[config.mk]
export PLATFORM = sky130hd
export DESIGN_NAME = alu_wb_stage
export DESIGN_NICKNAME = d
export VERILOG_FILES = /design/src/rtl/alu_wb_stage_pkg.sv /design/src/rtl/alu_wb_stage_flag_reg.sv /design/src/rtl/alu_wb_stage.sv
export SDC_FILE = /design/constraint.sdc
export NUM_CORES = 1
export LEC_CHECK = 0
export ABC_CLOCK_PERIOD_IN_PS = 1180
export BUFFER_PORTS_ARGS = -buffer_cell sky130_fd_sc_hd__buf_2
export CAP_MARGIN = 20
export CORE_MARGIN = 1.5
export CORE_UTILIZATION = 30
export DETAILED_ROUTE_END_ITERATION = 8
export HOLD_SLACK_MARGIN = 0.05
export SETUP_SLACK_MARGIN = 0.02
export SLEW_MARGIN = 20
export SYNTH_ARGS = -nofsm -noshare
export SYNTH_HDL_FRONTEND = slang
export SYNTH_SLANG_ARGS = --single-unit
[constraint.sdc]
create_clock -name clk -period 1.18 [get_ports clk]
set_input_delay 0.118 -clock clk [delete_from_list [all_inputs] [get_ports clk]]
set_output_delay 0.118 -clock clk [all_outputs]
set_load 0.03 [all_outputs]
[src/rtl/alu_wb_stage_pkg.sv]
// Shared cpu_2432 definitions for the writeback stage: FSM state encodings,
// flag-vector bit positions and default datapath/register-file widths.
package alu_wb_stage_pkg;

  localparam int DW_DEF = 32;
  localparam int RW_DEF = 4;

  typedef enum logic {
    RUN      = 1'b0,
    MCP_HOLD = 1'b1
  } wb_state_e;

  localparam int FLAG_C = 0;
  localparam int FLAG_V = 1;
  localparam int FLAG_Z = 2;
  localparam int FLAG_N = 3;
  localparam int NFLAGS = 4;

  // Assemble the packed flag vector using the shared bit positions.
  function automatic logic [NFLAGS-1:0] pack_flags(input logic c, input logic v,
                                                   input logic z, input logic n);
    logic [NFLAGS-1:0] f;
    f         = '0;
    f[FLAG_C] = c;
    f[FLAG_V] = v;
    f[FLAG_Z] = z;
    f[FLAG_N] = n;
    return f;
  endfunction

endpackage

[src/rtl/alu_wb_stage_flag_reg.sv]
// flag_reg: 4-bit flag register with async active-low reset and load enable.
// Kept standalone so interrupt save/restore logic can reuse it.
module flag_reg
  import alu_wb_stage_pkg::*;
(
  input  logic              clk,
  input  logic              reset_b,
  input  logic              load,
  input  logic [NFLAGS-1:0] d,
  output logic [NFLAGS-1:0] q
);

  logic [NFLAGS-1:0] flags_q;

  // Flags load on enable, otherwise hold.
  always_ff @(posedge clk or negedge reset_b) begin
    if (!reset_b) begin
      flags_q <= '0;
    end else if (load) begin
      flags_q <= d;
    end
  end

  assign q = flags_q;

endmodule

[src/rtl/alu_wb_stage.sv]
// alu_wb_stage: execute-to-writeback register stage. Captures the ALU result
// into the register-file write port, commits C/V/Z/N and exposes a forwarding
// tap. Define MUL32_STALL_EN to enable the multi-cycle-path stall for 32x32
// MUL; without it ex_mcp is ignored and ex_ready is tied high.
module alu_wb_stage
  import alu_wb_stage_pkg::*;
#(
  parameter int DW         = DW_DEF,
  parameter int RW         = RW_DEF,
  parameter int MCP_CYCLES = 1
) (
  input  logic          clk,
  input  logic          reset_b,
  input  logic          ex_valid,
  output logic          ex_ready,
  input  logic [DW-1:0] ex_dout,
  input  logic          ex_cout,
  input  logic          ex_vout,
  input  logic          ex_qnz,
  input  logic          ex_mcp,
  input  logic          ex_wen,
  input  logic [RW-1:0] ex_rdest,
  input  logic          ex_setf,
  input  logic          flush,
  output logic          rf_we,
  output logic [RW-1:0] rf_waddr,
  output logic [DW-1:0] rf_wdata,
  output logic          flag_c,
  output logic          flag_v,
  output logic          flag_z,
  output logic          flag_n,
  output logic          fwd_valid,
  output logic [RW-1:0] fwd_addr,
  output logic [DW-1:0] fwd_data
);

  logic capture;

`ifdef MUL32_STALL_EN
  // The RUN cycle that sees the request already counts as the first stall
  // cycle, so the hold counter starts one short of MCP_CYCLES. This gives
  // MCP_CYCLES cycles of ex_ready=0 and capture on edge 1+MCP_CYCLES.
  localparam logic [1:0] CNT_LOAD = 2'(MCP_CYCLES - 1);

  wb_state_e  state_q, state_d;
  logic [1:0] cnt_q, cnt_d;
  logic       ready;

  // State and hold-counter registers.
  always_ff @(posedge clk or negedge reset_b) begin
    if (!reset_b) begin
      state_q <= RUN;
      cnt_q   <= 2'd0;
    end else begin
      state_q <= state_d;
      cnt_q   <= cnt_d;
    end
  end

  // Next state, hold countdown, ready and capture decision.
  always_comb begin
    state_d = state_q;
    cnt_d   = cnt_q;
    ready   = 1'b1;
    capture = 1'b0;
    case (state_q)
      RUN: begin
        if (flush) begin
          state_d = RUN;
        end else if (ex_valid && ex_mcp) begin
          ready   = 1'b0;
          state_d = MCP_HOLD;
          cnt_d   = CNT_LOAD;
        end else begin
          capture = ex_valid;
        end
      end
      MCP_HOLD: begin
        ready = (cnt_q == 2'd0);
        if (flush) begin
          state_d = RUN;
          cnt_d   = 2'd0;
        end else if (cnt_q != 2'd0) begin
          cnt_d = 2'(cnt_q - 2'd1);
        end else if (ex_valid) begin
          capture = 1'b1;
          state_d = RUN;
        end
      end
      default: begin
        state_d = RUN;
        cnt_d   = 2'd0;
      end
    endcase
  end

  assign ex_ready = ready;
`else
  localparam int unused_mcp_cycles = MCP_CYCLES;
  logic unused_mcp;

  assign unused_mcp = ex_mcp;
  assign ex_ready   = 1'b1;
  assign capture    = ex_valid & ~flush;
`endif

  logic          rf_we_q, rf_we_d;
  logic [RW-1:0] rf_waddr_q, rf_waddr_d;
  logic [DW-1:0] rf_wdata_q, rf_wdata_d;

  // Write-port next values: enable pulses only on capture, address/data hold.
  always_comb begin
    rf_we_d    = capture & ex_wen;
    rf_waddr_d = rf_waddr_q;
    rf_wdata_d = rf_wdata_q;
    if (capture) begin
      rf_waddr_d = ex_rdest;
      rf_wdata_d = ex_dout;
    end
  end

  // Write-port registers.
  always_ff @(posedge clk or negedge reset_b) begin
    if (!reset_b) begin
      rf_we_q    <= 1'b0;
      rf_waddr_q <= '0;
      rf_wdata_q <= '0;
    end else begin
      rf_we_q    <= rf_we_d;
      rf_waddr_q <= rf_waddr_d;
      rf_wdata_q <= rf_wdata_d;
    end
  end

  logic [NFLAGS-1:0] flags_d, flags_q;
  logic              flags_load;

  assign flags_load = capture & ex_setf;
  assign flags_d    = pack_flags(ex_cout, ex_vout, ~ex_qnz, ex_dout[DW-1]);

  flag_reg u_flag_reg (
    .clk     (clk),
    .reset_b (reset_b),
    .load    (flags_load),
    .d       (flags_d),
    .q       (flags_q)
  );

  assign rf_we     = rf_we_q;
  assign rf_waddr  = rf_waddr_q;
  assign rf_wdata  = rf_wdata_q;
  assign fwd_valid = rf_we_q;
  assign fwd_addr  = rf_waddr_q;
  assign fwd_data  = rf_wdata_q;
  assign flag_c    = flags_q[FLAG_C];
  assign flag_v    = flags_q[FLAG_V];
  assign flag_z    = flags_q[FLAG_Z];
  assign flag_n    = flags_q[FLAG_N];

endmodule

== After elaboration in Yosys (flattened, before gate mapping) ==
Cells that the tools add are included.

* Register bits after elaboration: 41
* Input bits: 46
* Output and inout port bits: 79
* Logic and storage cells: 9

* Bitwise gates (word level): 5

{| class="wikitable"
|+ Operators with widths
! operator !! number
|-
| 1-bit AND || 3
|-
| 1-bit inverter || 2
|}

== Logic depth before layout (Yosys ltp) ==
Gate-level depths: netlist of run 1.

* Depth after elaboration: 3
* Mapped depth: 4
* Depth with buffers taken out: 2

== Cells and area by module ==
Synthesis of run 1 repeated with hierarchy kept, for this count alone.

* Cell total of the unflattened synthesis: 128
* Area total of the unflattened synthesis: 1916.8 µm²

{| class="wikitable"
|+ By module, submodules not included
! module !! instances !! cells an instance !! area each (µm²) !! sequential area each (µm²)
|-
| alu_wb_stage || 1 || 120 || 1771.7 || 925.9
|-
| flag_reg || 1 || 8 || 145.1 || 100.1
|}

== Least setup slack after synthesis of run 1 ==
No wires, ideal clock.

* Path kind: input -> register
* Start point: input port ex_valid
* End point: register rf_wdata_q[0], in the netlist fwd_data[0]
* Setup time: 0.125 ns
* Arrival time: 0.816 ns
* Data required time: 1.055 ns
* Slack: 0.239 ns
* Cell stages on the path: 4
* Buffers on the path: 2
* Cells stage by stage: nor2b_4 > buf_12 > buf_12 > mux2_4

* Word-level cells in the longest chain between the ends: 1

{| class="wikitable"
|+ RTL lines
! item !! RTL line !! source
|-
| start: declaration || alu_wb_stage.sv:14 || <nowiki>input logic ex_valid,</nowiki>
|-
| 1-bit AND || alu_wb_stage.sv:104 || <nowiki>assign capture = ex_valid & ~flush;</nowiki>
|-
| end signal: assignment || alu_wb_stage.sv:131 || <nowiki>rf_wdata_q <= rf_wdata_d;</nowiki>
|-
| end: declaration || alu_wb_stage.sv:109 || <nowiki>logic [DW-1:0] rf_wdata_q, rf_wdata_d;</nowiki>
|}

No other way between the ends.
A chain may end at the register's enable or synchronous reset.

== Worst setup path in the final report of run 1 ==
* Start point: register rf_wdata_q[20], in the netlist fwd_data[20]
* End point: output port fwd_data[20]

{| class="wikitable"
|+ RTL lines
! item !! RTL line !! source
|-
| end: declaration || alu_wb_stage.sv:34 || <nowiki>output logic [DW-1:0] fwd_data</nowiki>
|}

No word-level cell between the ends.

==> flow_summary_export.csv, run 1 <==
group,metric,value,unit
floorplan,die-area,7110,sq um
clocking,cts.clk_slew.worst_paths,0.07,ns
power_and_ir_drop,powerDensity,1600,nW/um^2
global_route,grt_pass1_wl,6.47,mm
sta,fin_ws,0.161,ns
placement,io_buffers,122,
global_route,track_usage,11.5,%
setup_path,crit_fanout,3,
yosys,syn_area_per_cell,15.5,sq um
clocking,clkLatencyLatePin,0.29,ns
sta,fin_crit_sh,86.4,%
yosys,synth.area.top_cells,"dfrtp_1, mux2_4, buf_4",
sta,setup_tns,0,ns
drt,drt_iter0_markers,19,
drt,drc_errors,0,
layout,final_nets,293,
setup_path,cpPeakStageDelay,0.40,ns
clocking,cts_tree,"done",
yosys,ys_ff_latch,41,
setup_path,cpMaxStageDelayCell,"dfrtp_1",
global_route,grt_max_degree,42,
sta,hold_viol,0,
clocking,cts.htree.levels,2,
setup_path,endpoint_kind,"output port",
global_route,antenna_found_initial,0,
global_route,grt_pass1_vias,1308,
clocking,cts_resized,0,
power_and_ir_drop,worst_ir_drop_vdd,0.000716,V
yosys,synth_seq_area_share,51.7,%
run,drv_cap,0,
layout,final_cell_mix,"buf_2, dfrtp_1, mux2_4, dlygate4sd3_1, mux2_2",
clocking,numCtsBuffers,5,
floorplan,pin_count,125,
drt,ant_nets,0,
floorplan,die_h,84.3,um
global_route,grt-ovfl-total,0,
floorplan,start_util,31.1,%
yosys,yosysWarnings,0,
sta,slew_violations,0,
power_and_ir_drop,power.total,4420,uW
setup_path,crit_chain,"buf_2",
layout,antennaDiodeCount,0,
floorplan,rows,29,
yosys,synth_top_area_share,51.7,%
yosys,synthCells,128,
yosys,syn-cell-area,1980,sq um
power_and_ir_drop,p_leak,0.00145,uW
setup_path,critPathBufInv,1,
yosys,yosysTopAreaCell,"dfrtp_1",
drt,via_per_inst,4.09,
setup_path,critical-path-top-delay-family,"flip-flops",
drt,wire_per_inst,12.2,um
yosys,syn_nets,174,
clocking,clk_path_buf_depth,2,
layout,syn_to_final_growth,39.2,%
setup_path,startpoint_type,"flop",
floorplan,die_w,84.3,um
sta,hold_slack,0.0633,ns
drt,dr.pass1.iters,4,
worst_hold_path,worstHoldPathType,"input pin to flop",
placement,hpwlAfterDp,2.65,mm
drt,num_vias,1330,
sta,finClkSkew,0,ns
layout,final_layout_size_suffix_gt1_share,69.8,%
sta,finalSetupViolCount,0,
yosys,yosys.cell_types.count,11,
layout,final_common_cell,"buf_2",
sta,rsz0062_at_grt,"false",
setup_path,cp.arrival,0.90,ns
setup_path,crit_required,1.06,ns
layout,finish.utilization,43.3,%
outcome,status,"finished, final reports clean",
clocking,clock-sinks,41,
drt,wl,3.98,mm
placement,dp_slack,0.0710,ns
setup_path,path_class,"flop to output port",
sta,fmax,981,MHz
clocking,cts_root_buffer,"clkbuf_8",
layout,fill_cells,611,
floorplan,coreArea,6390,sq um
sta,post-route-min-period,1.02,ns
placement,gp_congestion,0.699,
per-stage QoR:
| stage | cell area [sq um] | cells |
|---|---|---|
| 2_1_floorplan | 1980 | 128 |
| 3_3_place_gp | 2390 | 288 |
| 5_1_grt | 2760 | 325 |
| 6_report | 2760 | 325 |
| 4_1_cts | 2740 | 323 |
| 3_5_place_dp | 2390 | 288 |
worst paths after layout:
path | startpoint | cells past startpoint | to | slack [ns]
setup reg to reg | fwd_data[12] | 1 | fwd_data[12] | 0.39
hold reg to reg | u_flag_reg.q[0] | 1 | u_flag_reg.q[0] | 0.52
min in group asynchronous | reset_b | 3 | u_flag_reg.q[1] | 0.32
max in group asynchronous | reset_b | 3 | fwd_data[8] | 0.65
hold / removal | ex_dout[23] | 2 | fwd_data[23] | 0.06
setup / recovery | fwd_data[20] | 1 | fwd_data[20] | 0.16
flip-flops by register name (all words and copies together) (netlist names):
register / count
fwd_valid: 1
fwd_addr: 4
fwd_data: 32
u_flag_reg.q: 4
layout make-up:
type,count,area (sq um),area share (%)
timing repair buffer,154,961,34.8
sequential,41,1030,37.1
multi-input combinational,44,589,21.3
clock inverter,3,17.5,0.634
inverter,1,3.75,0.136
tap,77,96.3,3.49
clock buffer,5,68.8,2.49
synthesized netlist by cell type:
cell type and number:
mux2_2 10, inv_1 1, dfrtp_1 41, buf_4 38, nor2b_4 1, conb_1 1
mux2_4 29, nand3b_1 1, mux2i_1 1, and2_1 1, buf_12 4
kinds of logic (layout without fill, tap and decap cells):
group / count (synthesis) / in the layout / share of synthesized area, %
buffers and inverters: 43 / 163 / 18.6
multiplexers: 40 / 40 / 28.1
AND/OR/NAND/NOR: 3 / 3 / 1.39
flip-flops: 41 / 41 / 51.7
other: 1 / 1 / 0.189
repair_timing:
item / in CTS / in global routing
setup buffers: 0 / 0
hold buffers: 27 / 2
endpoints found under the hold margin: 67 / 2
report_power, final:
group	leakage, uW	internal (uW)	switching (uW)
Combinational	0.000920	656	1110
Sequential	0.000483	1620	150
Clock	0.0000439	408	474
Total	0.00145	2680	1740
metal layers:
| metal | up-vias | global-route usage (%) | wire, um |
|---|---|---|---|
| li1 | 621 | - | - |
| met1 | 624 | 13.6 | 1640 |
| met2 | 79 | 19.4 | 1970 |
| met3 | 6 | 3.64 | 301 |
| met4 | 0 | 4.55 | 64 |
| met5 | - | 0 | 0 |
Power figures use the tool's default switching activity.
==> run 2, diff against run 1 <==
BUFFER_PORTS_ARGS = unset   (was -buffer_cell sky130_fd_sc_hd__buf_2)
DONT_BUFFER_PORTS = 1   (was unset)
PLACE_DENSITY_LB_ADDON = 0.08   (was unset)
==> flow_summary_export.csv, run 2 (same netlist as run 1, synthesis figures left out) <==
group,metric,value,unit
drt,wire_per_inst,14.2,um
drt,num_vias,1100,
layout,final_layout_size_suffix_gt1_share,50.8,%
clocking,clk_path_buf_depth,2,
setup_path,worstReg2RegEnd,"fwd_data[4]",
clocking,numCtsBuffers,5,
power_and_ir_drop,p_leak,0.00121,uW
setup_path,reg2reg_slack,0.41,ns
drt,wl,3.63,mm
setup_path,crit_chain,"buf_4",
power_and_ir_drop,powerDensity,1680,nW/um^2
sta,finalSetupViolCount,0,
placement,io_buffers,0,
clocking,cts_tree,"done",
sta,setup_tns,0,ns
floorplan,die_h,84.3,um
clocking,clock-sinks,41,
layout,multi_input_area,589,sq um
placement,hpwlAfterDp,2.48,mm
sta,hold_viol,0,
setup_path,reg2regPathDepth,1,
setup_path,crit_fanout,2,
layout,final_nets,224,
clocking,cts_root_buffer,"clkbuf_8",
layout,largest_register_ff_count,32,
clocking,clkLatencyLatePin,0.28,ns
floorplan,start_util,31.1,%
floorplan,die-area,7110,sq um
setup_path,critPathBufInv,1,
clocking,cts.htree.levels,2,
sta,finClkSkew,0,ns
power_and_ir_drop,worst_ir_drop_vdd,0.000810,V
layout,final_cell_mix,"dfrtp_1, dlygate4sd3_1, buf_4, mux2_4, mux2_2",
global_route,grt_pass1_wl,5.84,mm
drt,ant_nets,0,
global_route,grt_max_degree,42,
global_route,track_usage,10.4,%
clocking,cts_setup_buffers,0,
global_route,grt-ovfl-total,0,
setup_path,cp.arrival,0.88,ns
setup_path,cpMaxStageDelayCell,"dfrtp_1",
outcome,status,"finished, final reports clean",
setup_path,crit_cells,1,
sta,slew_violations,0,
floorplan,pin_count,125,
sta,rsz0062_at_grt,"false",
layout,syn_to_final_growth,29.8,%
global_route,grt_pass1_vias,1167,
floorplan,coreArea,6390,sq um
drt,drt_iter0_markers,21,
drt,drc_errors,0,
setup_path,endpoint_kind,"output port",
drt,via_per_inst,4.30,
layout,fill_cells,600,
layout,seq_area,1030,sq um
clocking,cts.clk_slew.worst_paths,0.08,ns
setup_path,endpoint,"rf_wdata[24]",
setup_path,path_class,"flop to output port",
placement,gp_congestion,0.643,
global_route,antenna_found_initial,0,
setup_path,cpPeakStageDelay,0.39,ns
run,drv_cap,0,
floorplan,rows,29,
setup_path,crit_start,"fwd_data[24]",
floorplan,die_w,84.3,um
setup_path,r2r_start,"fwd_data[4]",
sta,fin_crit_sh,84.5,%
sta,fmax,1000,MHz
layout,antennaDiodeCount,0,
worst_hold_path,worstHoldPathType,"input pin to flop",
setup_path,crit_required,1.06,ns
power_and_ir_drop,power.total,4340,uW
sta,post-route-min-period,0.997,ns
drt,dr.pass1.iters,2,
setup_path,startpoint_type,"flop",
setup_path,critical-path-top-delay-family,"flip-flops",
[run 2: cell count changes in the layout (fill, tap and decap cells not counted), sizes merged]
| cell | previous run | this run |
|---|---|---|
| buf | 125 | 44 |
| dlygate4sd3 | 29 | 41 |
| clkbuf | 5 | 6 |
| clkinvlp | 1 | 0 |
[run 2: routing by layer]
layer  GRT usage, %  part of all wire, %
met5              0                    0
met4           3.67                 0.63
met3           4.03                  9.6
met2           17.3                   49
met1           12.2                   41
[run 2: power by group]
group	internal [uW]	switching, uW
Sequential	1610	116
Clock	410	457
Combinational	634	1100
Total	2660	1680
[run 2: final cells by class]
| cell class | instances | area share, % |
|---|---|---|
| clock inverter | 2 | 0.389 |
| multi-input combinational | 44 | 22.9 |
| clock buffer | 6 | 2.82 |
| tap | 77 | 3.74 |
| sequential | 41 | 39.8 |
| inverter | 1 | 0.146 |
| timing repair buffer | 85 | 30.2 |
[run 2: how the worst min path moves through the flow]
stage	start	to	slack (ns)	cells after the start
detailed placement	reset_b	fwd_data[15]	-0.18	0
global route	ex_setf	u_flag_reg.q[2]	0.19	2
finish	ex_setf	u_flag_reg.q[2]	0.17	2
floorplan	reset_b	fwd_addr[0]	-0.18	0
CTS	ex_setf	u_flag_reg.q[2]	0.16	2
global placement	reset_b	fwd_data[10]	-0.18	0
[run 2: what timing repair did]
action / in CTS / in global routing
resized for setup: 0 / 0
endpoints found under the hold margin: 82 / 0
hold buffers: 42 / 0
[run 2: stage by stage]
stage	hold slack, ns	utilization [%]	cells	area [sq um]	setup slack [ns]
floorplan	-0.178	-	128	1980	0.239
global placement	-0.176	32.3	206	2060	0.186
finish	0.167	40.3	256	2580	0.183
CTS	0.161	40.3	256	2580	0.163
global route	0.189	40.3	256	2580	0.125
detailed placement	-0.177	32.3	206	2060	0.160
==> run 3, diff against run 2 <==
ABC_CLOCK_PERIOD_IN_PS = 900   (was 1180)
clock period = 0.9 ns   (was 1.18 ns; I/O delays follow)
==> flow_summary_export.csv, run 3 (same netlist as run 1, synthesis figures left out) <==
group,metric,value,unit
outcome,status,"finished, violations left",
outcome,violations,"negative hold slack, negative setup slack",
global_route,track_usage,11.4,%
global_route,antenna_found_initial,0,
setup_path,crit_chain,"buf_8",
placement,hpwlAfterDp,2.52,mm
placement,io_buffers,0,
setup_path,reg2regPathDepth,2,
drt,top_layer_used,"met4",
setup_path,cpMaxStageDelayCell,"dfrtp_2",
drt,met3_length,289,um
setup_path,crit_required,0.81,ns
global_route,grt_max_degree,42,
sta,fin_crit_sh,107,%
power_and_ir_drop,p_leak,0.00135,uW
setup_path,worstReg2RegEnd,"fwd_data[14]",
layout,layoutNonFillerInstCount,273,
global_route,grt_pass1_vias,1362,
drt,drc_errors,0,
setup_path,r2r_start,"fwd_data[14]",
power_and_ir_drop,worst_ir_drop_vdd,0.00112,V
floorplan,coreArea,6390,sq um
global_route,grt-ovfl-total,0,
placement,dp_cells,206,
worst_hold_path,worstHoldPathType,"input pin to asynchronous set/reset pin",
clocking,clk_path_buf_depth,2,
setup_path,crit_cells,1,
floorplan,rows,29,
drt,routed-wl-met2,2.10,mm
placement,gp_congestion,0.696,
layout,final_common_cell,"buf_6",
drt,wire_per_inst,14.4,um
clocking,hold_buffers,40,
sta,finalSetupViolCount,84,
setup_path,crit_start,"fwd_addr[0]",
clocking,cts_tree,"done",
sta,slew_violations,0,
drt,drt_iter0_markers,25,
clocking,cts.clk_slew.worst_paths,0.08,ns
sta,setup_tns,-3.38,ns
clocking,clock-sinks,41,
layout,final_nets,241,
layout,antennaDiodeCount,0,
power_and_ir_drop,powerDensity,2160,nW/um^2
drt,via_per_inst,4.29,
clocking,numCtsBuffers,5,
sta,finClkSkew,0,ns
floorplan,die_h,84.3,um
sta,rsz0062_at_grt,"true",
setup_path,crit_fanout,2,
drt,dr.pass1.iters,3,
setup_path,critical-path-top-delay-family,"flip-flops",
setup_path,critPathBufInv,1,
global_route,grt_pass1_wl,6.43,mm
sta,fmax,1040,MHz
sta,hold_viol,41,
setup_path,cpPeakStageDelay,0.42,ns
floorplan,die_w,84.3,um
floorplan,die-area,7110,sq um
layout,final_layout_size_suffix_gt1_share,61.2,%
setup_path,path_class,"flop to output port",
sta,post-route-min-period,0.959,ns
floorplan,pin_count,125,
setup_path,endpoint,"fwd_addr[0]",
drt,num_vias,1170,
drt,wl,3.94,mm
setup_path,reg2reg_slack,-0.01,ns
drt,ant_nets,0,
layout,syn_to_final_growth,46.8,%
run,drv_cap,0,
sta,fin_ws,-0.0591,ns
floorplan,start_util,31.1,%
clocking,cts_root_buffer,"clkbuf_8",
layout,largest_register_ff_count,32,
clocking,cts.htree.levels,2,
clocking,clkLatencyLatePin,0.29,ns
drt,wirelength_met1,1.51,mm
setup_path,startpoint_type,"flop",
layout,final_cell_mix,"buf_6, dlygate4sd3_1, dfrtp_1, mux2_4, buf_4",
setup_path,endpoint_kind,"output port",
sta,hold_slack,-0.513,ns
placement,dp_slack,-0.0719,ns
layout,finish.utilization,45.6,%
setup_path,cp.arrival,0.87,ns
[run 3: worst min path at each step]
stage                 start     endpoint  slack, ns  cells past startpoint
detailed placement  reset_b  fwd_data[5]      -0.20                      0
finish              reset_b  fwd_addr[0]      -0.51                      0
floorplan           reset_b  fwd_addr[0]      -0.21                      0
global placement    reset_b  fwd_data[5]      -0.20                      0
global route        reset_b  fwd_addr[0]      -0.54                      0
CTS                 reset_b  fwd_addr[2]      -0.53                      0
[run 3: repair_timing]
item | in CTS | in global routing
setup endpoints to repair | 78 | 90
resized for setup | 40 | 8
setup buffers | 12 | 7
hold endpoints to repair | 82 | 41
[run 3: area by class of cell]
cell class / count / area (sq um)
Fill cell: 574 / 3470
Timing Repair Buffer: 102 / 1080
Sequential cell: 41 / 1040
Clock inverter: 1 / 5.00
Tap cell: 77 / 96.3
Inverter: 1 / 3.75
Multi-Input combinational cell: 44 / 589
Clock buffer: 7 / 96.3
[run 3: per-layer routing]
layer	global-route usage, %	vias to the layer above
met1	12.2	580
li1	-	520
met2	21.3	65
met5	0	-
met4	3.37	0
met3	3.83	5
[run 3: power by group]
group | leakage (uW) | switching (uW) | total [uW] | internal, uW
clock network | 0.0000542 | 617 | 1310 | 693
logic | 0.000822 | 1450 | 2640 | 1180
registers | 0.000473 | 211 | 2340 | 2130
total | 0.00135 | 2280 | 6290 | 4010
[run 3: stage by stage]
| step | power, uW | instance area (sq um) |
|---|---|---|
| finish | 6290 | 2910 |
| detailed placement | 4430 | 2090 |
| global route | 6590 | 2910 |
| CTS | 6270 | 2830 |
| global placement | 4400 | 2090 |
| floorplan | 4240 | 2000 |
